$ cat src/rtl/cache_refill_ctrl_pkg.sv
// Shared constants, state encodings and payload types for the cache refill controller.
package cache_refill_ctrl_pkg;

    localparam int unsigned LINE_WIDTH     = 512;
    localparam int unsigned ADDR_WIDTH     = 32;
    localparam int unsigned OFFSET_BITS    = 6;
    localparam int unsigned INDEX_BITS     = 7;
    localparam int unsigned TIMEOUT_CYCLES = 1023;

    localparam int unsigned LADDR_WIDTH = ADDR_WIDTH - OFFSET_BITS;
    localparam int unsigned TMO_WIDTH   = $clog2(TIMEOUT_CYCLES + 1);

    localparam logic [1:0] ST_IDLE     = 2'd0;
    localparam logic [1:0] ST_MEM_REQ  = 2'd1;
    localparam logic [1:0] ST_MEM_WAIT = 2'd2;
    localparam logic [1:0] ST_PUSH     = 2'd3;

    // Accepted miss: requesting cache and the line address (offset bits dropped).
    typedef struct packed {
        logic                   src;
        logic [LADDR_WIDTH-1:0] line_addr;
    } refill_req_t;

    function automatic logic [ADDR_WIDTH-1:0] line_base(input logic [LADDR_WIDTH-1:0] la);
        return {la, {OFFSET_BITS{1'b0}}};
    endfunction

endpackage

$ cat src/rtl/rr_arbiter2.sv
// Two-way round-robin arbiter; a tie goes to the side that did not win last.
module rr_arbiter2 (
    input  logic       clk,
    input  logic       reset_n,
    input  logic       enable,
    input  logic [1:0] req,
    output logic [1:0] grant_c
);

    logic last_grant_q;

    always_comb begin
        grant_c = 2'b00;
        if (enable) begin
            case (req)
                2'b01:   grant_c = 2'b01;
                2'b10:   grant_c = 2'b10;
                2'b11:   grant_c = last_grant_q ? 2'b01 : 2'b10;
                default: grant_c = 2'b00;
            endcase
        end
    end

    // Reset to 1 so the I-cache (bit 0) wins the first tie.
    always_ff @(posedge clk or negedge reset_n) begin
        if (!reset_n) begin
            last_grant_q <= 1'b1;
        end else if (|grant_c) begin
            last_grant_q <= grant_c[1];
        end
    end

endmodule

$ cat src/rtl/cache_refill_ctrl.sv
// Refill sequencer: arbitrates I/D misses, reads one line from memory, pushes it into the line FIFO.
module cache_refill_ctrl
    import cache_refill_ctrl_pkg::*;
(
    input  logic                  clk,
    input  logic                  reset_n,
    input  logic                  ic_req_valid,
    input  logic [ADDR_WIDTH-1:0] ic_req_addr,
    output logic                  ic_req_ready,
    input  logic                  dc_req_valid,
    input  logic [ADDR_WIDTH-1:0] dc_req_addr,
    output logic                  dc_req_ready,
    output logic                  mem_req_valid,
    output logic [ADDR_WIDTH-1:0] mem_req_addr,
    input  logic                  mem_req_ready,
    input  logic                  mem_rsp_valid,
    input  logic [LINE_WIDTH-1:0] mem_rsp_data,
    input  logic                  fifo_full,
    input  logic                  fifo_is_read,
    output logic                  fifo_is_write,
    output logic [LINE_WIDTH-1:0] fifo_write_data,
    output logic [INDEX_BITS-1:0] fifo_write_addr,
    output logic                  refill_src,
    output logic                  busy,
    output logic                  timeout_err
);

    logic [1:0]            state_q;
    logic [1:0]            state_d;
    refill_req_t           req_q;
    logic [LINE_WIDTH-1:0] line_q;
    logic [TMO_WIDTH-1:0]  tmo_cnt_q;
    logic                  timeout_err_q;
    logic [1:0]            grant;
    logic                  arb_en;
    logic                  push_ok;
    logic                  tmo_hit;
    logic                  addr_offset_unused;

    // The byte offset within the line never reaches memory or the FIFO.
    assign addr_offset_unused = ^{ic_req_addr[OFFSET_BITS-1:0], dc_req_addr[OFFSET_BITS-1:0]};

    assign arb_en = (state_q == ST_IDLE);

    rr_arbiter2 u_arb (
        .clk     (clk),
        .reset_n (reset_n),
        .enable  (arb_en),
        .req     ({dc_req_valid, ic_req_valid}),
        .grant_c (grant)
    );

    // A write the FIFO would drop (full, or read in the same cycle) is held off.
    assign push_ok = (state_q == ST_PUSH) & ~fifo_full & ~fifo_is_read;

    always_ff @(posedge clk or negedge reset_n) begin
        if (!reset_n) begin
            state_q <= ST_IDLE;
        end else begin
            state_q <= state_d;
        end
    end

    always_comb begin
        state_d = state_q;
        tmo_hit = 1'b0;
        case (state_q)
            ST_IDLE: begin
                if (|grant) begin
                    state_d = ST_MEM_REQ;
                end
            end
            ST_MEM_REQ: begin
                if (mem_req_ready) begin
                    state_d = ST_MEM_WAIT;
                end
            end
            ST_MEM_WAIT: begin
                if (mem_rsp_valid) begin
                    state_d = ST_PUSH;
                end else if (tmo_cnt_q == TMO_WIDTH'(TIMEOUT_CYCLES - 1)) begin
                    state_d = ST_IDLE;
                    tmo_hit = 1'b1;
                end
            end
            ST_PUSH: begin
                if (push_ok) begin
                    state_d = ST_IDLE;
                end
            end
            default: state_d = ST_IDLE;
        endcase
    end

    // Request latch, wait counter, line buffer and timeout pulse.
    always_ff @(posedge clk or negedge reset_n) begin
        if (!reset_n) begin
            req_q         <= '0;
            line_q        <= '0;
            tmo_cnt_q     <= '0;
            timeout_err_q <= 1'b0;
        end else begin
            timeout_err_q <= tmo_hit;
            if (|grant) begin
                req_q.src       <= grant[1];
                req_q.line_addr <= grant[1] ? dc_req_addr[ADDR_WIDTH-1:OFFSET_BITS]
                                            : ic_req_addr[ADDR_WIDTH-1:OFFSET_BITS];
            end
            if ((state_q == ST_MEM_REQ) && mem_req_ready) begin
                tmo_cnt_q <= '0;
            end else if (state_q == ST_MEM_WAIT) begin
                tmo_cnt_q <= tmo_cnt_q + TMO_WIDTH'(1);
            end
            if ((state_q == ST_MEM_WAIT) && mem_rsp_valid) begin
                line_q <= mem_rsp_data;
            end
        end
    end

    assign ic_req_ready    = grant[0];
    assign dc_req_ready    = grant[1];
    assign mem_req_valid   = (state_q == ST_MEM_REQ);
    assign mem_req_addr    = line_base(req_q.line_addr);
    assign fifo_is_write   = push_ok;
    assign fifo_write_data = line_q;
    assign fifo_write_addr = req_q.line_addr[INDEX_BITS-1:0];
    assign refill_src      = req_q.src;
    assign busy            = (state_q != ST_IDLE);
    assign timeout_err     = timeout_err_q;

endmodule

$ cat config.mk
export PLATFORM = sky130hd
export DESIGN_NAME = cache_refill_ctrl
export DESIGN_NICKNAME = d
export VERILOG_FILES = /design/src/rtl/cache_refill_ctrl_pkg.sv /design/src/rtl/rr_arbiter2.sv /design/src/rtl/cache_refill_ctrl.sv
export SDC_FILE = /design/constraint.sdc
export NUM_CORES = 1
export LEC_CHECK = 0
export ABC_AREA = 1
export BUFFER_PORTS_ARGS = -buffer_cell sky130_fd_sc_hd__buf_2
export CAP_MARGIN = 20
export CORE_AREA = 10 10 437 439
export CTS_CLUSTER_DIAMETER = 30
export DETAILED_ROUTE_END_ITERATION = 12
export DIE_AREA = 0 0 447 449
export HOLD_SLACK_MARGIN = 0.08
export MAX_ROUTING_LAYER = met4
export PLACE_DENSITY = 0.34
export SLEW_MARGIN = 15
export SYNTH_ARGS = -nofsm -noshare
export SYNTH_HDL_FRONTEND = slang
export SYNTH_HIERARCHICAL = 1
export SYNTH_SLANG_ARGS = --single-unit
$ cat constraint.sdc
create_clock -name clk -period 4.91 [get_ports clk]
set_clock_uncertainty 0.2 [all_clocks]
set_input_delay 0.7365 -clock clk [delete_from_list [all_inputs] [get_ports clk]]
set_output_delay 0.7365 -clock clk [all_outputs]
set_load 0.02 [all_outputs]
==> metrics.md <==
| Metric | Value |
|---|---|
| Run status | completed |
| Drt via density | 3.41 |
| CTS Buffer Depth | 3 |
| Top cells by count, synth | nand2_1, dfrtp_1, buf_6, nand3_1, buf_4 |
| Max_slew headroom | 26.7% |
| Starting density of the core | 12.0% |
| Yosys warns | 6 |
| DP HPWL | 100,000 um |
| Final worst-path cycle share | 64.8% |
| Synth Register Bits | 553 |
| Syn Inst Count | 2,451 |
| RSZ-0062 raised after global routing | no |
| Die Wd | 447 um |
| Largest net degree at the start of global routing | 164 |
| Hold endpoint | fifo_write_data[39]$_DFFE_PN0P_ |
| Area share of the largest cell type after synthesis | 63.3% |
| Num Clock Sinks | 553 |
| Least-Margin Pin Slew | 1.10 ns |
| R2R Path Start | state_q[1]$_DFFE_PN0P_ |
| WS Path Type | flip-flop to primary output |
| Critical path data arrival time | 2.24 ns |
| Num rows | 157 |
| PortBufs | 1,123 |
| FF-to-FF End | mem_req_addr[25]$_DFFE_PN0P_ |
| CP Launch Point | state_q[1]$_DFFE_PN0P_ |
| CP required | 3.97 ns |
| Gr usage total | 13.0% |
| Dpl cells | 5,866 |
| Post-route DRC | 0 |
| Post-Route WL | 131,000 um |
| Crit end category | primary output |
| Highest clock rate | 314 MHz |
| Hold path cells | 3 |
| Share of cells above drive strength 1 | 33.6% |
| Number of synthesized flops with an enable pin | 0 |
| Io pins | 1,142 |
| Vias in the first global route | 24,700 |
| Hold Vio Cnt, Final | 0 |
| Register area share after synthesis | 63.4% |
| Path depth of the worst reg2reg path | 9 |
| Worst vdd ir | 309 uV |
| Fin. max-slew vios | 0 |
| Die area | 0.201 mm^2 |
| Vias | 23,300 |
| Core area | 0.182 mm^2 |
| CP max FO | 28 |
| Fillcell total | 20,100 |
| Power Density | 717 mW/mm^2 |
| Postcts setup bufs | 0 |
| H-tree depth | 4 |
| Die Y | 449 um |
| GRT overflow | 0 |
| CTS clk-pin slew, worst paths | 0.04 ns |
| Share of flip-flops with an asynchronous set or reset | 100% |
| Worst skew pair latency | 0.77 ns |
| 1st-iter DRT viols | 1,412 |
| CTS Buf Count | 188 |
| Hold wc startpoint | mem_rsp_data[39] |
| Synth area leader | dfrtp_1 |
| Setup TNS | 0 ns |
| R2R Setup Slk | 2.20 ns |
| Post-synth cell types | 26 |
| Leading post-synthesis cells by cell area | dfrtp_1, nand2_1, buf_6 |
| Setup crit start kind | flip-flop |
| CTS tree | done |
| Worst Hold Class | input port to flip-flop |
| First-pass GRT wire length | 185,000 um |
| Final setup violation count | 0 |
| CTS Root Cell | clkbuf_16 |
| Synthesized area per cell | 8.91 um^2 |
| Most common flop cell mapped by yosys | dfrtp_1 |
| Area of the mapped netlist | 0.0218 mm^2 |
| Initial antenna violation count | 51 |
| Nets@finish | 4,817 |
| Routed Antenna Nets | 0 |
| Area growth syn-to-layout | 92.8% |
| P_leak | 22.5 nW |
| Final Non-Filler Cells | 6,813 |
| Wire per inst | 19.2 um |
| Total power | 30.2 mW |
| Hold_buf cts | 560 |
| Fin crit period | 3.18 ns |
| Most common cell in the netlist | nand2_1 |
| Max-cap viol count | 0 |
| Cts repair resizes | 0 |
| Pre-antenna DRT Iters | 5 |
| GP Congestion | 0.929 |
-- state kept, by name, summed over array words and instances (netlist names) --
signal	flops
refill_src	1
fifo_write_addr	7
state_q	2
timeout_err	1
tmo_cnt_q	10
mem_req_addr	19
u_arb/last_grant_q	1
fifo_write_data	512
-- layout by cell type (no fill, tap or decap) --
cell type / Yosys / final
nand2_1: 1633 / 1633
buf_2: 7 / 1122
dlygate4sd3_1: 0 / 560
dfrtp_1: 552 / 552
clkbuf_16: 0 / 188
nand3_1: 63 / 63
diode_2: 0 / 40
clkbuf_1: 10 / 40
clkinv_2: 1 / 35
clkbuf_8: 0 / 34
bufinv_16: 0 / 27
buf_4: 44 / 27
inv_1: 25 / 25
nor2_1: 18 / 18
buf_12: 1 / 11
o21ai_0: 9 / 9
clkinvlp_4: 0 / 8
clkinv_16: 0 / 7
conb_1: 1 / 6
inv_16: 0 / 4
inv_6: 0 / 3
ha_1: 2 / 2
clkinv_8: 0 / 2
inv_2: 1 / 1
nor2_4: 1 / 1
nor3_1: 1 / 1
nand2_8: 0 / 1
o22ai_1: 1 / 1
nor2_2: 1 / 1
a21oi_1: 2 / 1
clkinv_1: 1 / 1
nand4_1: 1 / 1
buf_8: 1 / 1
a21oi_2: 0 / 1
dfstp_2: 1 / 1
-- worst max path at each step --
stage | to | slack [ns] | depth (start not counted)
finish | ic_req_ready | 1.73 | 5
global route | dc_req_ready | 1.50 | 6
CTS | ic_req_ready | 1.61 | 5
detailed placement | fifo_write_data[333]$_DFFE_PN0P_ | 1.98 | 7
global placement | fifo_write_data[377]$_DFFE_PN0P_ | 2.01 | 7
floorplan | state_q[1]$_DFFE_PN0P_ | 2.58 | 10
-- report_power, final --
group | internal [mW] | switching [mW]
Sequential | 6.62 | 1.14
Clock | 8.91 | 3.59
Combinational | 3.15 | 6.78
-- metrics by stage --
step	utilization (%)	setup slack (ns)	cell area [um^2]	hold slack (ns)
final	23.1	1.73	42100	0.0960
after global routing	23.1	1.50	42100	0.0952
after CTS	23.0	1.61	42000	0.0816
after detailed placement	16.3	1.98	29700	0.259
after global placement	16.3	2.01	29700	0.253
after floorplan	-	2.58	21800	0.241
-- critical path, cell delays in order (launching register included) --
cell,delay (ns)
dfrtp_1,0.41
nor2_1,0.26
nand2_1,0.12
a21oi_2,0.11
buf_4,0.33
buf_2,0.24
-- cell type report --
cell class,instances,area [um^2],share of cell area (%)
antenna,40,100,0.238
clock buffer,262,5320,12.7
clock inverter,85,1380,3.27
inverter,28,121,0.288
multi-input combinational,1739,6670,15.9
sequential,553,13800,32.9
tap,2385,2980,7.09
timing repair buffer,1721,11700,27.7
-- routing by layer --
layer  track usage (%)  part of all wire (%)
met1              15.5                    42
met2              20.9                    48
met3              4.18                   7.6
met4              3.58                   2.5
met5                 -                     0
-- cells by family (layout without fill, tap and decap cells) --
| kind of cell | count (synthesis) | in the layout | share of synthesized area (%) |
|---|---|---|---|
| and+or+nand+nor | 1719 | 1719 | 30.0 |
| buffers and inverters | 164 | 2096 | 6.19 |
| DFF | 553 | 553 | 63.4 |
| other | 1 | 46 | 0.0172 |
| AOI/OAI and AO/OA | 12 | 12 | 0.281 |
| adders and majority gates | 2 | 2 | 0.115 |
No activity file was read; power rests on OpenSTA's default activity.
